File: src/rtl/pc_fetch_ctrl.sv
// Fetch controller: walks the PC through instruction memory and delivers one instruction
// per handshake. Redirects (branch/jump/jalr) arriving mid-request are deferred to the ack.
module pc_fetch_ctrl #(
  parameter logic [31:0] RESET_PC = 32'h0000_0000
) (
  input  logic        clk,
  input  logic        rstn,
  input  logic        redirect_valid,
  input  logic [2:0]  redirect_op,
  input  logic [31:0] br_pc,
  input  logic [31:0] imm,
  input  logic [31:0] aluout,
  input  logic        stall,
  output logic        imem_req,
  output logic [31:0] imem_addr,
  input  logic        imem_ack,
  input  logic [31:0] imem_rdata,
  output logic        inst_valid,
  output logic [31:0] inst,
  output logic [31:0] inst_pc,
  output logic        fetch_err
);

  localparam logic [1:0] StIdle = 2'd0;
  localparam logic [1:0] StReq  = 2'd1;
  localparam logic [1:0] StHold = 2'd2;
  localparam logic [1:0] StHalt = 2'd3;

  localparam logic [2:0] OpBranch = 3'b001;
  localparam logic [2:0] OpJump   = 3'b010;
  localparam logic [2:0] OpJalr   = 3'b100;

  logic [1:0]  state_q, state_d;
  logic [31:0] pc_q, pc_d;
  logic        pend_valid_q, pend_valid_d;
  logic [31:0] pend_target_q, pend_target_d;
  logic        imem_req_q, imem_req_d;
  logic        inst_valid_q, inst_valid_d;
  logic [31:0] inst_q, inst_d;
  logic [31:0] inst_pc_q, inst_pc_d;
  logic        fetch_err_q, fetch_err_d;

  // Redirect decode: only the three legal op codes produce a redirect.
  logic        rd_take;
  logic [31:0] rd_target;
  logic        rd_misaligned;

  always_comb begin
    rd_take   = 1'b0;
    rd_target = br_pc + imm;
    case (redirect_op)
      OpBranch, OpJump: begin
        rd_take   = redirect_valid;
        rd_target = br_pc + imm;
      end
      OpJalr: begin
        rd_take   = redirect_valid;
        rd_target = {aluout[31:1], 1'b0};
      end
      default: rd_take = 1'b0;
    endcase
  end

  assign rd_misaligned = (rd_target[1:0] != 2'b00);

  // Target applied on the ack cycle: the live redirect wins over a deferred one.
  logic [31:0] ack_target;
  logic        ack_redirect;
  logic        ack_misaligned;
  logic [31:0] pc_plus4;

  assign ack_redirect   = rd_take | pend_valid_q;
  assign ack_target     = rd_take ? rd_target : pend_target_q;
  assign ack_misaligned = (ack_target[1:0] != 2'b00);
  assign pc_plus4       = pc_q + 32'd4;

  always_comb begin
    state_d       = state_q;
    pc_d          = pc_q;
    pend_valid_d  = pend_valid_q;
    pend_target_d = pend_target_q;
    inst_valid_d  = inst_valid_q;
    inst_d        = inst_q;
    inst_pc_d     = inst_pc_q;
    fetch_err_d   = fetch_err_q;

    case (state_q)
      StIdle, StHold: begin
        if (rd_take) begin
          inst_valid_d = 1'b0;
          if (rd_misaligned) begin
            fetch_err_d = 1'b1;
            state_d     = StHalt;
          end else begin
            pc_d    = rd_target;
            state_d = StReq;
          end
        end else if (state_q == StIdle || !stall) begin
          inst_valid_d = 1'b0;
          state_d      = StReq;
        end
      end
      StReq: begin
        if (imem_ack) begin
          pend_valid_d = 1'b0;
          if (ack_redirect) begin
            inst_valid_d = 1'b0;
            if (ack_misaligned) begin
              fetch_err_d = 1'b1;
              state_d     = StHalt;
            end else begin
              pc_d = ack_target;
            end
          end else begin
            inst_d       = imem_rdata;
            inst_pc_d    = pc_q;
            inst_valid_d = 1'b1;
            pc_d         = pc_plus4;
            state_d      = StHold;
          end
        end else if (rd_take) begin
          // Address must stay stable until ack, so the redirect waits here.
          pend_valid_d  = 1'b1;
          pend_target_d = rd_target;
        end
      end
      StHalt: begin
        inst_valid_d = 1'b0;
        fetch_err_d  = 1'b1;
      end
      default: state_d = StIdle;
    endcase

    imem_req_d = (state_d == StReq);
  end

  always_ff @(posedge clk) begin
    if (!rstn) begin
      state_q       <= StIdle;
      pc_q          <= RESET_PC;
      pend_valid_q  <= 1'b0;
      pend_target_q <= 32'h0;
      imem_req_q    <= 1'b0;
      inst_valid_q  <= 1'b0;
      inst_q        <= 32'h0;
      inst_pc_q     <= 32'h0;
      fetch_err_q   <= 1'b0;
    end else begin
      state_q       <= state_d;
      pc_q          <= pc_d;
      pend_valid_q  <= pend_valid_d;
      pend_target_q <= pend_target_d;
      imem_req_q    <= imem_req_d;
      inst_valid_q  <= inst_valid_d;
      inst_q        <= inst_d;
      inst_pc_q     <= inst_pc_d;
      fetch_err_q   <= fetch_err_d;
    end
  end

  assign imem_req   = imem_req_q;
  assign imem_addr  = pc_q;
  assign inst_valid = inst_valid_q;
  assign inst       = inst_q;
  assign inst_pc    = inst_pc_q;
  assign fetch_err  = fetch_err_q;

endmodule

File: config.mk
export PLATFORM = sky130hd
export DESIGN_NAME = pc_fetch_ctrl
export DESIGN_NICKNAME = d
export VERILOG_FILES = /design/src/rtl/pc_fetch_ctrl.sv
export SDC_FILE = /design/constraint.sdc
export NUM_CORES = 1
export LEC_CHECK = 0
export ABC_AREA = 1
export BUFFER_PORTS_ARGS = -buffer_cell sky130_fd_sc_hd__buf_4
export CAP_MARGIN = 20
export CELL_PAD_IN_SITES_DETAIL_PLACEMENT = 1
export CELL_PAD_IN_SITES_GLOBAL_PLACEMENT = 1
export CORE_ASPECT_RATIO = 1.4
export CORE_MARGIN = 4
export CORE_UTILIZATION = 33
export DETAILED_ROUTE_END_ITERATION = 16
export GPL_TIMING_DRIVEN = 0
export PLACE_DENSITY_LB_ADDON = 0.1
export SLEW_MARGIN = 20
export SYNTH_ARGS = -nofsm -noshare
export SYNTH_HDL_FRONTEND = slang
export SYNTH_SLANG_ARGS = --single-unit
File: constraint.sdc
create_clock -name clk -period 2.27 [get_ports clk]
set_clock_uncertainty 0.05 [all_clocks]
set_input_delay 0.3405 -clock clk [delete_from_list [all_inputs] [get_ports clk]]
set_output_delay 0.3405 -clock clk [all_outputs]
set_load 0.1 [all_outputs]
### Word level (Yosys, flattened, before mapping)

Index checks and enable logic that the tools add are counted.

* flip-flop bits (word level): 134
* bits of input ports: 136
* output and inout bits: 99
* word-level logic and storage cells: 73

* add/subtract/negate cells: 2
* equal/unequal tests: 15
* multiplexer cells: 29
* bitwise logic cells: 3
* reduce and logical (&&, ||, !) cells: 15

Operators by type and width (number)
* 2-to-1 mux 32 bit: 7
* one-hot mux 32 bit (2 select lines): 1
* adder 32 x 3 -> 32 bit, second input constant: 1
* adder 32 bit: 1
* 2-to-1 mux 1 bit: 12
* 2-to-1 mux 2 bit: 6
* inequality test 2 bit, second input constant: 6
* AND reduction 5 bit: 2
* nonzero test 2 bit: 4
* inequality test 3 bit, second input constant: 2
* one-hot mux 1 bit (3 select lines): 2
* AND reduction 2 bit: 3
* equality test 2 x 1 -> 1 bit, second input constant: 2
* equality test 2 bit, second input constant: 2
* one-hot mux 2 bit (2 select lines): 1
* equality test 3 x 1 -> 1 bit, second input constant: 1
* equality test 3 x 2 -> 1 bit, second input constant: 1
* equality test 3 bit, second input constant: 1
* AND reduction 3 bit: 1
* OR reduction 3 bit: 1
* logical NOT 2 bit: 1
* inverter 1 bit: 2
* OR reduction 2 bit: 1
* logical NOT 1 bit: 1
* 2 further kinds: 2

### Longest topological paths before layout

* depth in word-level cells: 10
* mapped depth: 18
* mapped depth without buffers: 18

### Least setup slack after synthesis

No wires, ideal clock.

* path kind: register -> register
* start: register pc_q[3] (netlist: imem_addr[3])
* end: register pc_q[24] (netlist: imem_addr[24])
* library setup time: 121 ps
* arrival: 2609 ps
* required time: 2099 ps
* slack: -509 ps
* stages on the path, launching flop included: 14
* buffers on the path: 0
* clock period less this slack: 2779 ps
* cell sequence: dfxtp_1 ha_1 nand2_1 inv_1 nand3_1 nor2_4 nand4_1 or2_0 o21ai_0 nor2_1 nor2_1 nand2_1 clkinv_1 a21oi_1

* longest elaborated chain between the ends: 4

RTL lines
* start: declaration: line 34 `logic [31:0] pc_q, pc_d;`
* start signal: assignment: line 150 `pc_q <= pc_d;`
* adder 32 x 3 -> 32 bit: line 75 `assign pc_plus4 = pc_q + 32'd4;`
* 2-to-1 mux 32 bit: line 106 `if (ack_redirect) begin`
* 2-to-1 mux 32 bit: line 104 `if (imem_ack) begin`
* one-hot mux 32 bit (2 select lines): line 87 `case (state_q)`

No other way between the ends. The select of a mux whose other input is x is not followed.
A chain may end at the register's enable or synchronous reset.

### Worst setup path after layout

* start: input br_pc[0]
* end: register pc_q[31] (netlist: imem_addr[31])

* longest elaborated chain between the ends: 7
* elaborated cells between the ends (all ways): 14
* those cells by class: 1 x add/sub; 2 x eq/ne; 8 x mux; 3 x reduce/logical

RTL lines
* start: declaration: line 10 `input logic [31:0] br_pc,`
* adder 32 bit *: line 50, 54
* 2-to-1 mux 32 bit *
* 2-to-1 mux 32 bit
* 2-to-1 mux 32 bit: line 108 `if (ack_misaligned) begin`
* 2-to-1 mux 32 bit: line 106
* 2-to-1 mux 32 bit: line 104
* one-hot mux 32 bit (2 select lines): line 87

Mark *: on every way between the ends. The rest lies on a longest branch, timed or not. The select of a mux whose other input is x is not followed.

==> impl_metrics.csv <==
group,metric,value,unit
floorplanning,die_height,207,um
place,gp_congestion,0.896,
global_route,antenna_found_initial,0,
synthesis,ys_ff_latch,134,
clock_network,htreeDepth,4,
run,cap_violations,0,
synthesis,synthArstFlopShare,0,%
place,dp_hpwl,31700,um
pwr,power.leakage,6.03,nW
worst_hold_path,hp-start,"imem_rdata[13]",
clock_network,postCtsHoldBufs,0,
floorplanning,rows,72,
timing,setup_tns,0,ns
timing,fin_crit,2.19,ns
synthesis,synth_area_per_cell,5.95,um^2
clock_network,numCtsBuffers,17,
outcome,status,"completed",
detailed_routing,drtAntennaViolNets,0,
synthesis,synth_largest_area_cell,"dfxtp_1",
floorplanning,chipWidth,150,um
synthesis,syn_nets,1732,
synthesis,synth_edf_count,0,
timing,slew_viol_final,0,
layout,drive_gt1_share,22.0,%
detailed_routing,firstDrtPassIters,5,
detailed_routing,drc,0,
pwr,p_per_area,751,nW/um^2
layout,num_antenna_cells,0,
synthesis,yosysMostFrequentCell,"nand2_1",
worst_hold_path,hold_path_class,"in2reg",
critical_path,critPathKind,"in2reg",
layout,area_growth,33.5,%
clock_network,clock_sinks,134,
critical_path,cpPeakStageDelay,0.53,ns
detailed_routing,via_per_inst,4.99,
clock_network,clkLatencyLatePin,0.43,ns
critical_path,crit_chain,"buf_4, ha_1, fa_2, inv_1, nand2_1, o21ai_2, nand2_1, o21ai_2, nand3_2, nand3_4, nand2_8, inv_4, buf_8, nor2_1, nor2_1, nand2_1, inv_1",
global_route,first_global_vias,11692,
floorplanning,start_util,33.5,%
place,place_ws,-0.475,ns
critical_path,critical-path-top-delay-family,"simple AND/OR/NAND/NOR gates",
critical_path,timing.rr.start,"state_q[0]$_SDFF_PN0_",
critical_path,critPathMaxFanout,10,
floorplanning,io-pin-count,235,
pwr,power,9.32,mW
global_route,gr-total-overflow,0,
clock_network,tritoncts,"done",
global_route,grt_pass1_wl,60800,um
detailed_routing,drt_wl_total,39000,um
synthesis,synth_seq_area_share,28.9,%
timing,fmax,457,MHz
synthesis,syn_inst,1563,
layout,fin_cells,2207,
pwr,peakVddDrop,490,uV
critical_path,critPathArrivalTime,2.46,ns
timing,hold_viol_final,0,
layout,final_util,44.7,%
global_route,grt_start_max_net_pins,17,
critical_path,crit_slowest_cell,"fa_2",
global_route,track_usage,25.0,%
floorplanning,dieArea,30900,um^2
timing,finalSetupViolations,0,
place,numPlacedInstances,2166,
synthesis,yosys_warnings,0,
timing,fin_ws,0.0833,ns
timing,timing.slew.headroom,47.8,%
synthesis,synth_cell_types,45,
timing,grt_setup_unrepaired,"true",
layout,layout.nets,1993,
layout,n_fill_cell,3853,
synthesis,synth_top_area_share,28.9,%
clock_network,ctsRootBufferMaster,"clkbuf_16",
detailed_routing,wl_per_cell,17.7,um
critical_path,start_kind,"input pin",
critical_path,path_buf_inv,5,
critical_path,crit_required,2.54,ns
synthesis,synth.cell_area,9290,um^2
critical_path,startpoint,"br_pc[0]",
timing,tightest_slew,0.783,ns
place,io_buffers,233,
floorplanning,core_area,27700,um^2
clock_network,path_clk_slew,0.06,ns
synthesis,ys.flop_type,"dfxtp_1",
synthesis,synthTopCellsByArea,"dfxtp_1 29%, nand2_1 19%, a21oi_1 8.5%",
critical_path,crit_top_cell,"nand2_1",
detailed_routing,vias,11010,
synthesis,synthTopCellsByCount,"476 x nand2_1, 187 x inv_1, 159 x nor2_1",
clock_network,cts_buffer_depth,2,
timing,timing.final.crit_share,96.3,%
critical_path,cp-end-kind,"register",
detailed_routing,drt_iter0_drc,379,
==> tightest hold or removal path, stage by stage <==
cell	delay (ns)
buf_4	0.11
nand3_1	0.07
a21oi_1	0.06
==> cells by family after synthesis <==
kind of cell             synth area share [%]
AO/OA/AOI/OAI                            14.7
buffers and inverters                    11.2
adder cells (fa/ha/maj)                  4.52
flip-flops                               28.9
XOR/XNOR                                0.943
multiplexers                            0.323
AND/OR/NAND/NOR                          39.4
==> per-layer routing <==
| metal | share of wire, % | wire, um | global-route usage [%] | vias up |
|---|---|---|---|---|
| met1 | 39 | 15400 | 27.0 | 5176 |
| met4 | 4.3 | 1690 | 11.9 | 0 |
| met3 | 4.6 | 1810 | 4.19 | 77 |
| met2 | 52 | 20200 | 47.0 | 243 |
| li1 | - | - | - | 5514 |
| met5 | 0 | 0 | 0 | - |
==> placed cells by master (no fill, tap or decap), types with 7 or more instances in the layout <==
cell type    n
o21bai_1     8
or2_2       27
nor2_1     152
xor2_1       8
buf_2        9
buf_4      244
nand2_1    463
o211ai_1    11
dfxtp_1    110
nor2_2       7
inv_1      186
nand2_2     15
nor2_4       7
nand3b_1     8
o21ai_1     34
ha_1        31
clkbuf_16   17
nand3_1    141
nor3_1      17
dfxtp_2     22
o21ai_0     34
clkbuf_1    40
nand3_2      7
a21oi_1    155
==> path summary, 6_finish.rpt <==
kind | end | slack, ns | cells past startpoint
worst max-delay path | imem_addr[31]$_SDFFE_PN0P_ | 0.08 | 17
worst min-delay path | inst[13]$_SDFFE_PN0P_ | 0.15 | 3
worst max register to register | pend_target_q[30]$_SDFFE_PN0P_ | 0.11 | 9
worst min register to register | fetch_err$_SDFFE_PN0P_ | 0.41 | 2
==> report_power, final <==
group	leakage, nW	switching [mW]	internal (mW)	total [mW]
combinational	4.63	2.56	1.00	3.56
sequential	1.10	0.244	2.57	2.82
clock	0.295	1.13	1.82	2.94
==> metrics by stage <==
step	hold WS (ns)	cell area, um^2
finish	0.147	12400
global route	0.145	12400
CTS	0.129	12200
detailed placement	0.406	11500
global placement	0.392	11500
floorplan	0.398	9330
==> sequential cells by signal (all words and copies together) (netlist names) <==
signal	cells
imem_addr	32
inst	32
inst_pc	32
pend_target_q	32
state_q	2
fetch_err	1
imem_req	1
inst_valid	1
pend_valid_q	1
==> repair_timing <==
action,4_1_cts,5_1_grt
pin swaps,0,9
gates cloned,0,0
buffers inserted,0,9
endpoints found under the setup margin,34,85
gates resized for setup,8,50
==> final cells by class <==
type / instances / area (um^2) / share of cell area, %
Multi-Input combinational cell: 1167 / 5740 / 46.2
Sequential cell: 134 / 2720 / 21.9
Timing Repair Buffer: 242 / 1820 / 14.6
Inverter: 198 / 751 / 6.05
Clock buffer: 21 / 470 / 3.79
Tap cell: 370 / 463 / 3.73
Buffer: 64 / 307 / 2.47
Clock inverter: 11 / 149 / 1.20
Note: power is estimated with default switching activity, not from simulation.
